## config.mk

```make
export PLATFORM = sky130hd
export DESIGN_NAME = ctrl_mc
export DESIGN_NICKNAME = d
export VERILOG_FILES = /design/src/rtl/ctrl_mc.sv
export SDC_FILE = /design/constraint.sdc
export NUM_CORES = 1
export LEC_CHECK = 0
export CAP_MARGIN = 40
export CELL_PAD_IN_SITES_DETAIL_PLACEMENT = 1
export CELL_PAD_IN_SITES_GLOBAL_PLACEMENT = 2
export CORE_AREA = 2 2 74 76
export DETAILED_ROUTE_END_ITERATION = 12
export DIE_AREA = 0 0 76 78
export PLACE_DENSITY_LB_ADDON = 0.08
export SLEW_MARGIN = 15
export SYNTH_ARGS = -nofsm -noshare
export SYNTH_HDL_FRONTEND = slang
export SYNTH_SLANG_ARGS = --single-unit
```

## constraint.sdc

```tcl
create_clock -name clk_i -period 1.6 [get_ports clk_i]
set_input_delay 0.32 -clock clk_i [delete_from_list [all_inputs] [get_ports clk_i]]
set_output_delay 0.32 -clock clk_i [all_outputs]
set_load 0.01 [all_outputs]
```

## src/rtl/ctrl_mc.sv

```systemverilog
// ctrl_mc: multi-cycle rysyCore control unit with combinational decode and an EXEC/MEM_WAIT/WB/FLUSH sequencer.
// Define CTRL_MC_TIMEOUT_EN to bound MEM_WAIT by TIMEOUT cycles and raise a sticky err flag on expiry.
module ctrl_mc #(
    parameter int NOP_SLOTS = 1,
    parameter int TIMEOUT   = 15
) (
    input  logic       clk_i,
    input  logic       rst_i,
    input  logic [4:0] opcode_i,
    input  logic [2:0] func3_i,
    input  logic [6:0] func7_i,
    input  logic       b_i,
    input  logic       dmem_ack_i,
    output logic [2:0] imm_type_o,
    output logic [3:0] alu_op_o,
    output logic [2:0] cmp_op_o,
    output logic       alu1_sel_o,
    output logic       alu2_sel_o,
    output logic [1:0] rd_sel_o,
    output logic [2:0] sel_type_o,
    output logic       reg_wr_o,
    output logic       we_o,
    output logic       mem_sel_o,
    output logic       dmem_req_o,
    output logic [1:0] pc_sel_o,
    output logic [1:0] inst_sel_o,
    output logic       stall_o,
    output logic       illegal_o,
    output logic       err_o
);
    // state    | meaning
    // EXEC     | decode and execute the presented instruction
    // MEM_WAIT | data access outstanding, waiting for dmem_ack
    // WB       | load data written back to the register file
    // FLUSH    | NOPs injected after a taken control transfer
    typedef enum logic [1:0] {EXEC, MEM_WAIT, WB, FLUSH} state_t;

    localparam logic [4:0] OPC_LOAD   = 5'b00000;
    localparam logic [4:0] OPC_OP_IMM = 5'b00100;
    localparam logic [4:0] OPC_AUIPC  = 5'b00101;
    localparam logic [4:0] OPC_STORE  = 5'b01000;
    localparam logic [4:0] OPC_OP     = 5'b01100;
    localparam logic [4:0] OPC_LUI    = 5'b01101;
    localparam logic [4:0] OPC_BRANCH = 5'b11000;
    localparam logic [4:0] OPC_JALR   = 5'b11001;
    localparam logic [4:0] OPC_JAL    = 5'b11011;

    localparam logic [1:0] PC_TARGET = 2'b00, PC_NEXT = 2'b01, PC_HOLD = 2'b10;
    localparam logic [1:0] INST_FETCH = 2'b00, INST_NOP = 2'b01, INST_HOLD = 2'b10;
    localparam logic [2:0] FLUSH_LOAD = (NOP_SLOTS > 0) ? 3'(NOP_SLOTS - 1) : 3'd0;

    state_t     state_q, state_d;
    logic       rst_q;
    logic       is_store_q, is_store_d;
    logic [2:0] flush_cnt_q, flush_cnt_d;
    logic       blk;
    logic       timeout;

    // Sequencing stays parked for the reset cycle and the one after it.
    assign blk = rst_i | rst_q;

    always_comb begin
        imm_type_o = 3'b000;
        alu_op_o   = 4'b0000;
        cmp_op_o   = 3'b000;
        alu1_sel_o = 1'b0;
        alu2_sel_o = 1'b1;
        rd_sel_o   = 2'b10;
        sel_type_o = 3'b000;
        case (opcode_i)
            OPC_OP, OPC_OP_IMM: begin
                if (opcode_i == OPC_OP) alu2_sel_o = 1'b0;
                else                    imm_type_o = 3'b100;
                case (func3_i)
                    3'b000: alu_op_o = (opcode_i == OPC_OP && func7_i == 7'b0100000) ? 4'b0001 : 4'b0000;
                    3'b001: alu_op_o = 4'b0101;
                    3'b010: alu_op_o = 4'b1000;
                    3'b011: alu_op_o = 4'b1001;
                    3'b100: alu_op_o = 4'b0010;
                    3'b101: alu_op_o = (func7_i == 7'b0100000) ? 4'b0111 : 4'b0110;
                    3'b110: alu_op_o = 4'b0011;
                    default: alu_op_o = 4'b0100;
                endcase
            end
            OPC_LUI: begin
                imm_type_o = 3'b001;
                rd_sel_o   = 2'b00;
            end
            OPC_AUIPC: begin
                imm_type_o = 3'b001;
                alu1_sel_o = 1'b1;
            end
            OPC_JAL: begin
                imm_type_o = 3'b101;
                alu1_sel_o = 1'b1;
                rd_sel_o   = 2'b01;
            end
            OPC_JALR: begin
                imm_type_o = 3'b100;
                rd_sel_o   = 2'b01;
            end
            OPC_BRANCH: begin
                imm_type_o = 3'b010;
                alu1_sel_o = 1'b1;
                cmp_op_o   = func3_i;
            end
            OPC_LOAD: begin
                imm_type_o = 3'b100;
                rd_sel_o   = 2'b11;
                sel_type_o = func3_i;
            end
            OPC_STORE: begin
                imm_type_o = 3'b011;
                sel_type_o = func3_i;
            end
            default: ;
        endcase
        // The fetch stage has already moved on during WB, so the memory path is forced.
        if (state_q == WB) rd_sel_o = 2'b11;
    end

`ifdef CTRL_MC_TIMEOUT_EN
    logic [7:0] wait_cnt_q;
    logic       err_q;

    always_ff @(posedge clk_i) begin
        if (rst_i || state_q != MEM_WAIT) wait_cnt_q <= '0;
        else                              wait_cnt_q <= wait_cnt_q + 8'd1;
    end

    assign timeout = (state_q == MEM_WAIT) && !dmem_ack_i && (wait_cnt_q == 8'(TIMEOUT - 1));

    always_ff @(posedge clk_i) begin
        if (rst_i)        err_q <= 1'b0;
        else if (timeout) err_q <= 1'b1;
    end

    assign err_o = err_q & ~rst_i;
`else
    assign timeout = 1'b0;
    assign err_o   = 1'b0;
`endif

    always_ff @(posedge clk_i) begin
        if (rst_i) begin
            state_q     <= EXEC;
            rst_q       <= 1'b1;
            is_store_q  <= 1'b0;
            flush_cnt_q <= '0;
        end else begin
            state_q     <= state_d;
            rst_q       <= 1'b0;
            is_store_q  <= is_store_d;
            flush_cnt_q <= flush_cnt_d;
        end
    end

    always_comb begin
        state_d     = state_q;
        is_store_d  = is_store_q;
        flush_cnt_d = flush_cnt_q;
        if (rst_q) begin
            state_d     = EXEC;
            flush_cnt_d = '0;
        end else begin
            case (state_q)
                EXEC: begin
                    case (opcode_i)
                        OPC_JAL, OPC_JALR: begin
                            if (NOP_SLOTS > 0) begin
                                state_d     = FLUSH;
                                flush_cnt_d = FLUSH_LOAD;
                            end
                        end
                        OPC_BRANCH: begin
                            if (b_i && NOP_SLOTS > 0) begin
                                state_d     = FLUSH;
                                flush_cnt_d = FLUSH_LOAD;
                            end
                        end
                        OPC_LOAD, OPC_STORE: begin
                            is_store_d = (opcode_i == OPC_STORE);
                            if (!dmem_ack_i)                state_d = MEM_WAIT;
                            else if (opcode_i == OPC_LOAD) state_d = WB;
                        end
                        default: ;
                    endcase
                end
                MEM_WAIT: begin
                    if (dmem_ack_i)   state_d = is_store_q ? EXEC : WB;
                    else if (timeout) state_d = EXEC;
                end
                WB: state_d = EXEC;
                FLUSH: begin
                    if (flush_cnt_q == 3'd0) state_d = EXEC;
                    else                     flush_cnt_d = flush_cnt_q - 3'd1;
                end
            endcase
        end
    end

    always_comb begin
        reg_wr_o   = 1'b0;
        we_o       = 1'b0;
        mem_sel_o  = 1'b0;
        dmem_req_o = 1'b0;
        pc_sel_o   = PC_NEXT;
        inst_sel_o = INST_FETCH;
        illegal_o  = 1'b0;
        if (blk) begin
            pc_sel_o   = PC_HOLD;
            inst_sel_o = INST_NOP;
        end else begin
            case (state_q)
                EXEC: begin
                    case (opcode_i)
                        OPC_OP, OPC_OP_IMM, OPC_LUI, OPC_AUIPC: reg_wr_o = 1'b1;
                        OPC_JAL, OPC_JALR: begin
                            reg_wr_o = 1'b1;
                            pc_sel_o = PC_TARGET;
                        end
                        OPC_BRANCH: if (b_i) pc_sel_o = PC_TARGET;
                        OPC_LOAD, OPC_STORE: begin
                            dmem_req_o = 1'b1;
                            mem_sel_o  = 1'b1;
                            we_o       = (opcode_i == OPC_STORE);
                            if (!(dmem_ack_i && opcode_i == OPC_STORE)) begin
                                pc_sel_o   = PC_HOLD;
                                inst_sel_o = INST_HOLD;
                            end
                        end
                        default: illegal_o = 1'b1;
                    endcase
                end
                MEM_WAIT: begin
                    dmem_req_o = 1'b1;
                    mem_sel_o  = 1'b1;
                    we_o       = is_store_q;
                    if (!(dmem_ack_i && is_store_q) && !timeout) begin
                        pc_sel_o   = PC_HOLD;
                        inst_sel_o = INST_HOLD;
                    end
                end
                WB:    reg_wr_o   = 1'b1;
                FLUSH: inst_sel_o = INST_NOP;
            endcase
        end
    end

    assign stall_o = (pc_sel_o == PC_HOLD);

endmodule

```

Word-level counts from Yosys, hierarchy flattened
Cells that the tools add are included.
W data, S select, Z words.
{ "classes": {"shifts": 0, "add_sub_neg": 1, "n_eq_ne": 26, "bitwise_logic": 2, "n_mux": 49, "n_reduce_logical": 20, "n_div": 0, "n_lt_le_gt_ge": 0, "multipliers": 0} }
{ "op_table": {"columns": ["cell", "n"], "rows": [
  ["$mux W2", 14],
  ["$pmux W4 S7", 1],
  ["$pmux W2 S3", 4],
  ["$pmux W3 S6", 1],
  ["$mux W1", 16],
  ["$eq A5 B4 Y1 const B", 3],
  ["$eq A5 B5 Y1 const B", 3],
  ["$mux W3", 5],
  ["$pmux W3 S2", 2],
  ["$reduce_or A2 Y1", 6],
  ["$eq A5 B3 Y1 const B", 2],
  ["$eq A3 B3 Y1 const B", 3],
  ["$reduce_or A9 Y1", 1],
  ["$pmux W2 S4", 1],
  ["$eq A7 B6 Y1 const B", 1],
  ["$eq A2 B2 Y1 const B", 3],
  ["$eq A3 B2 Y1 const B", 2],
  ["$logic_not A3 Y1", 2],
  ["$ne A2 B2 Y1 const B", 3],
  ["$pmux W1 S2", 3],
  ["$reduce_or A6 Y1", 1],
  ["$logic_not A5 Y1", 1],
  ["$reduce_and A5 Y1", 1],
  ["$mux W4", 1],
  ["16 further kinds", 18]
]} }
{ "totals": {"n_memories": 0, "latch_bits": 0, "rom_bits": 0, "elab_cells": 102, "mem_bits_rw": 0, "in_bits": 19, "register_bits": 7} }

Longest topological paths before layout
Gate-level depths: netlist of run 1.
{ "logic_depth": {"depth_word": 7, "ltp_mapped": 7, "ltp_nobuf": 6} }

Least setup slack after synthesis of run 1
OpenSTA, ideal clock, no wires.
{ "synth_path": {"path_kind": "input-to-output", "start": "input port opcode_i[4]", "end": "output port mem_sel_o", "slack_ps": -319, "t_arrival_ps": 1599, "path_stages": 7, "path_buffers": 3, "path_cell_list": "buf_6 > or3_1 > clkbuf_1 > nor2_1 > nor2_1 > nor3_1 > buf_4"} }
{ "synth_between": {"elab_chain_cells": 5, "elab_cells_between_ends": 6} }
{ "synth_lines": {"columns": ["element", "line_no", "source"], "rows": [
  ["start: declaration", "9", "input logic [4:0] opcode_i,"],
  ["$eq A5 B4 Y1 or $logic_not A5 Y1 (tied branches)", null, null],
  ["$reduce_or A2 Y1 (no line) (*)", null, null],
  ["$mux W1 (*)", null, null],
  ["$pmux W1 S2 (*)", null, null],
  ["$mux W1 (*)", null, null],
  ["end: declaration", "23", "output logic mem_sel_o,"]
]} }
Every way passes the cells marked *; elsewhere a longest branch is shown, timed or not.

Final worst setup path of run 1
{ "layout_path": {"start": "input port opcode_i[4]", "end": "output port sel_type_o[2]"} }
{ "layout_between": {"elab_chain_cells": 3, "elab_cells_between_ends": 4} }
{ "layout_lines": {"columns": ["element", "line_no", "source"], "rows": [
  ["$eq A5 B4 Y1 or $logic_not A5 Y1 (tied branches)", "70", "case (opcode_i)"],
  ["$reduce_or A2 Y1 (no line) (*)", null, null],
  ["$mux W3 (*)", "70", null],
  ["end: declaration", "20", "output logic [2:0] sel_type_o,"]
]} }
Marks and branches as above.

==> summary.md, run 1 <==
| Metric | Value |
|---|---|
| Hold Crit Class | input pin to register |
| Most frequent cells in the layout | 39 x buf_4, 24 x buf_6, 23 x buf_2, 8 x nor2_1 |
| Antenna diodes | 0 |
| Comb power frac | between 40% and 50% |
| Unrepaired setup endpoints after global routing | true |
| Failing checks | setup timing |
| Post-Route WL | a little under 4000 microns |
| Element type at the critical path start | input pin |
| Sw power | 0.230 mW |
| Post-Syn Instances | 124 |
| Post-DRT Antenna Nets | 0 |
| Leakage | about 0.85 nW |
| WP data required | 1.28 ns |
| Post-DP HPWL | 3120 microns |
| H-tree depth | 1 |
| Final period utilization | 116% |
| Syn_area_per_cell | around 6.8 sq um |
| Routability-driven placement congestion ratio | 0.698 |
| Via/cell ratio | 4.33 |
| CP Max Fanout | 3 |
| Syn_nets | approximately 150 |
| Clk_skew | roughly 0.0007 ns |
| Highest Clock Rate | roughly 0.54 GHz |
| CTS tree | yes |
| IO Pins | 47 |
| Syn. warnings | 0 |
| Buffers on Ports | 45 |
| Syn Std Cell Area | between 800 and 900 sq um |
| Max-slew violations | 0 |
| Row count | 26 |
| Via count | 1243 |
| Crit. End Element | output pin |
| Synth Flop Type | dfxtp_1 |
| Synth-to-Final Area Change | 138% |
| Hold Violations, Final | 0 |
| Total negative slack | -3.10 ns |
| WS Path Type | input pin to output pin |
| Cts hold-fix bufs | 0 |
| Area used by multi-input combinational logic | 875 sq um |
| VDD IR-drop max | 0.505 mV |
| CTS sink count | 7 |
| Grt ovf | 0 |
| First-pass GRT wire length | roughly 6600 microns |
| Width of the die | 76 microns |
| Int Power | 0.524 mW |
| Filler Cell Count | 602 |
| Sequential share of power | 24.2% |
| Seq cells post-synth | 7 |
| # nets final | approximately 240 |
| FF/Latch Area | around 140 sq um |
| First DRT Iteration DRCs | 40 |
| Clock root buffer | clkbuf_8 |
| Post-synthesis sequential area ratio | 16.7% |
| Clock-pin slew on the worst setup and hold paths | 0.04 ns |
| Crit path DAT | 1.53 ns |
| Pwr Density | between 300 and 400 mW/mm^2 |
| Final setup violating endpoints | 21 |
| Drt first pass iters | 3 |
| Clk pwr share | around 32% |
| Core region area | 0.00504 sq mm |
| Worst setup margin | -0.249 ns |
| Commonest non-fill, non-tap cell in the layout | buf_4 |
| Sw frac | 30.5% |
| # DRC | 0 |
| Share of post-route cells with drive strength above 1 | 64.1% |
| Starting density of the core | 16.6% |
| Vias in the first global route | 1333 |
| Pin count of the biggest net entering global routing | 11 |
| EDFF count, synth | 0 |
| Fin crit period | 1.85 ns |
| Wire length per cell | 13.5 microns |
| Max Cap Viol | 0 |
| Die Height | 78 microns |
| Ys async rst share | 0% |
| Unique masters post-synth | 43 |
| Setup slack at placement | -1.08 ns |
| DIE AREA | ~0.0059 sq mm |
| Total track usage | a little over an eighth |
| Inserted Clock Buffers | 3 |
| Status | finished with violations |
| Clock tree buffer depth | 2 |
| Minimum hold slack | 0.367 ns |
| Clk_lat worst skew | 0.22 ns |
| Initial antenna violation count | 0 |
synth_stat cells (4+ instances only):
master,instances,area [sq um]
nand2b_1,6,37.5
nand2_1,8,30.0
dfxtp_1,7,140
a211oi_1,4,30.0
a21oi_1,5,25.0
nor2_1,21,78.8
clkbuf_1,6,22.5
and2_1,4,25.0
inv_1,6,22.5
nor3_1,7,35.0
final timing paths:
check	start	end	slack, ns	depth (start not counted)
worst max-delay path	opcode_i[4]	sel_type_o[2]	-0.25	7
worst min-delay path	rst_i	rst_q	0.37	1
worst max register to register	rst_q	state_q[1]	0.13	6
worst min register to register	flush_cnt_q[0]	flush_cnt_q[0]	0.52	2
through the flow:
stage	cells	util [%]	area (sq um)	power (mW)
after detailed placement	272	34.1	1720	0.471
after floorplan	124	-	922	0.293
final	287	39.5	1990	0.754
after global routing	287	39.5	1990	0.810
after global placement	272	34.1	1720	0.468
after CTS	285	36.7	1850	0.747
kinds of logic after synthesis:
family / synth area share, %
AND/OR/NAND/NOR: 43.5
XOR/XNOR: 2.09
other: 0.448
multiplexers: 1.20
flip-flops: 16.7
adder cells (fa/ha/maj): 2.99
AO/OA/AOI/OAI: 23.3
buffers and inverters: 9.72
power by group through the flow:
stage | registers (mW) | clock network, mW | logic, mW
2_1_floorplan | 0.184 | 0 | 0.109
3_3_place_gp | 0.184 | 0 | 0.283
3_5_place_dp | 0.185 | 0 | 0.286
4_1_cts | 0.182 | 0.256 | 0.309
5_1_grt | 0.183 | 0.269 | 0.358
6_report | 0.182 | 0.243 | 0.329
final cells by class:
type	count	area share, %
multi-input cells	100	44.0
well taps	70	4.40
clock buffers	4	2.26
flip-flops and latches	7	7.11
inverters	6	1.13
repair buffers	100	41.1
layer usage:
layer / vias to the layer above / routed length [microns] / GRT usage [%]
li1: 629 / - / -
met3: 0 / 65 / 1.16
met1: 599 / 1700 / 16.6
met5: - / 0 / 0
met2: 15 / 2100 / 25.3
met4: 0 / 0 / 1.64
critical path: stages:
cell and delay [ns]:
buf_6 0.10, or4_4 0.55, buf_4 0.15, buf_6 0.10
buf_6 0.12, nor2_4 0.08, buf_6 0.10
sequential cells by signal, indices dropped and copies added, names as in the netlist:
signal       cells
state_q          2
is_store_q       1
rst_q            1
flush_cnt_q      3
repair_timing:
action,4_1_cts,5_1_grt
pin swaps,24,16
setup buffers,9,2
resized for setup,184,32
setup endpoints to repair,33,27
No activity file was read; power rests on OpenSTA's default activity.
==> run 2, diff against run 1 <==
Settings changed: GPL_TIMING_DRIVEN set to 0, TNS_END_PERCENT set to 100.
==> run 2 against run 1 <==
Net effect:
- core utilization decreased by 3.8 points
- the run still ends with setup timing left
- largest power group unchanged
- critical path depth increased by 1
- largest cell class unchanged
- clock power decreased by 2%
- sequential cell count unchanged
- sequential power about the same
- highest routed layer is now met4
- die area unchanged
==> summary.md, run 2 (synthesis results as in run 1) <==
| Metric | Value |
|---|---|
| Sw frac | 30.5% (about the same) |
| VDD IR-drop max | 0.320 mV (-37%) |
| CP Max Fanout | 7 (+4) |
| Clk_skew | 0.00108 ns (+0.000385 ns) |
| Crit-path max cell delay | 0.38 ns (-0.17 ns) |
| Max reg flops | 3 (unchanged) |
| First-pass GRT wire length | 6100 microns (-7.7%) |
| Vias in the first global route | 1188 (-11%) |
| Grt ovf | 0 (unchanged) |
| Row count | 26 (unchanged) |
| Finished Cell Area | 0.00180 sq mm (-9.7%) |
| CTS tree | yes |
| Cts hold-fix bufs | 0 (unchanged) |
| Routability-driven placement congestion ratio | 0.749 (+7.3%) |
| Slowest stage cell, crit path | or3_4 |
| Clock-pin slew on the worst setup and hold paths | 0.04 ns (about the same) |
| Sw power | 0.217 mW (-5.8%) |
| # nets final | 216 (-9.6%) |
| Filler Cell Count | 606 (+0.66%) |
| Status | finished with violations |
| Buf/Inv on CP | 4 (-1) |
| Crit path DAT | 1.53 ns (about the same) |
| DIE AREA | 0.00593 sq mm (unchanged) |
| Failing checks | setup timing |
| WP data required | 1.28 ns (about the same) |
| Pin count of the biggest net entering global routing | 11 (unchanged) |
| Via/cell ratio | 4.37 (+0.93%) |
| Width of the die | 76 microns (unchanged) |
| Antenna diodes | 0 (unchanged) |
| Initial antenna violation count | 0 (unchanged) |
| Total track usage | 12.5% (-0.74 points) |
| Hold Crit Class | input pin to register |
| H-tree depth | 1 (unchanged) |
| Core region area | 0.00504 sq mm (unchanged) |
| Starting density of the core | 16.6% (unchanged) |
| IO Pins | 47 (unchanged) |
| Post-DP HPWL | 2780 microns (-11%) |
| GRT busiest layer | met2 |
| Placed instance area | 0.00145 sq mm (-16%) |
| Cell Chain, Critical Path | buf_12 > or3_4 > buf_8 > nor2_4 > nor2_2 > nor3_2 > buf_4 > buf_6 |
| Unrepaired setup endpoints after global routing | true |
| Max Cap Viol | 0 (unchanged) |
| Worst setup margin | -0.249 ns (+0.000533 ns) |
| Clk pwr share | 33.6% (+1.4 points) |
| Post-Route WL | 3780 microns (-2.0%) |
| Area used by multi-input combinational logic | 841 sq um (-3.9%) |
| Comb power frac | 40.7% (-2.9 points) |
| Final period utilization | 116% (about the same) |
| Highest Clock Rate | 0.541 GHz (about the same) |
| Pwr Density | 396 mW/mm^2 (+4.3%) |
| Clock tree buffer depth | 2 (unchanged) |
| Post-DRT Antenna Nets | 0 (unchanged) |
| Via count | 1154 (-7.2%) |
| Synth-to-Final Area Change | 114% |
| WS Path Type | input pin to output pin |
| Crit. End Element | output pin |
| Fin crit period | 1.85 ns (-0.000533 ns) |
| Inserted Clock Buffers | 3 (unchanged) |
| Top reg by flops | flush_cnt_q |
| Global Route met3 Usage | 2.09% (+0.93 points) |
| Top Registers | flush_cnt_q x3, state_q x2 |
| Hold Violations, Final | 0 (unchanged) |
| Commonest non-fill, non-tap cell in the layout | buf_2 |
| Minimum hold slack | 0.375 ns (+0.00811 ns) |
| Share of post-route cells with drive strength above 1 | 56.7% (-7.4 points) |
| Sequential share of power | 25.7% (+1.5 points) |
| GRT met1 Usage | 16.1% (-0.51 points) |
| First DRT Iteration DRCs | 40 (unchanged) |
| Drt first pass iters | 4 (+1) |
| CTS sink count | 7 (unchanged) |
| # DRC | 0 (unchanged) |
| Clock root buffer | clkbuf_8 |
| Setup slack at placement | -1.42 ns (-0.341 ns) |
| Most frequent cells in the layout | 25 x buf_2, 19 x buf_4, 13 x buf_6, 11 x nor2_1 |
| Clk_lat worst skew | 0.22 ns (about the same) |
| Final setup violating endpoints | 20 (-4.8%) |
| Buffers on Ports | 44 (-2.2%) |
| Max-slew violations | 0 (unchanged) |
| Int Power | 0.493 mW (-5.9%) |
| Leakage | 0.735 nW (-13%) |
| Die Height | 78 microns (unchanged) |
| Wire length per cell | 14.3 microns (+6.5%) |
| Element type at the critical path start | input pin |
| Met2 usage | 21.3% (-3.9 points) |
| Final Core Density | 35.6% (-3.8 points) |
| FF/Latch Area | 151 sq um (+7.1%) |
| Crit-path leading delay family | simple AND/OR/NAND/NOR gates |
run 2: cell types whose count changed in the layout (fill, tap and decap cells not counted), sizes merged:
cell	before	now
clkdlybuf4s50	3	4
dlygate4sd2	4	5
clkdlybuf4s15	5	2
buf	86	61
clkbuf	4	7
run 2: path summary, 6_finish.rpt:
kind                                      from              to  slack, ns  depth (start not counted)
worst max-delay path               opcode_i[4]       mem_sel_o      -0.25                          8
worst min-delay path                     rst_i           rst_q       0.38                          1
worst max register to register  flush_cnt_q[0]  flush_cnt_q[1]       0.19                          6
worst min register to register  flush_cnt_q[1]  flush_cnt_q[1]       0.50                          2
run 2: cell type report:
| class | instances | share of cell area [%] |
|---|---|---|
| inverters | 6 | 1.25 |
| well taps | 70 | 4.88 |
| flip-flops and latches | 7 | 8.43 |
| multi-input cells | 100 | 46.8 |
| clock buffers | 4 | 2.51 |
| plain buffers | 9 | 5.64 |
| repair buffers | 68 | 30.5 |
run 2: power groups by stage:
stage          registers (mW)  logic, mW  clock network, mW
6_report                0.182      0.289              0.239
2_1_floorplan           0.184      0.109                  0
4_1_cts                 0.182      0.255              0.247
3_3_place_gp            0.185      0.229                  0
5_1_grt                 0.183      0.314              0.264
3_5_place_dp            0.185      0.231                  0
run 2: routing by layer:
metal | part of all wire (%) | up-vias | wire, microns
li1 | - | 584 | -
met1 | 45 | 549 | 1690
met2 | 52 | 17 | 1970
met3 | 2.4 | 4 | 92
met4 | 0.82 | 0 | 31
met5 | 0 | - | 0
run 2: timing repair:
| action | CTS | global route |
|---|---|---|
| setup endpoints to repair | 33 | 27 |
| gates resized for setup | 187 | 29 |
| setup buffers | 16 | 11 |
| pin swaps | 20 | 16 |
run 2: through the flow:
stage | TNS, ns | std cells | power (mW)
after floorplan | -0.664 | 124 | 0.293
after global placement | -31.43 | 238 | 0.414
after detailed placement | -31.62 | 238 | 0.416
after CTS | -2.90 | 256 | 0.684
after global routing | -4.11 | 264 | 0.761
final | -3.06 | 264 | 0.710
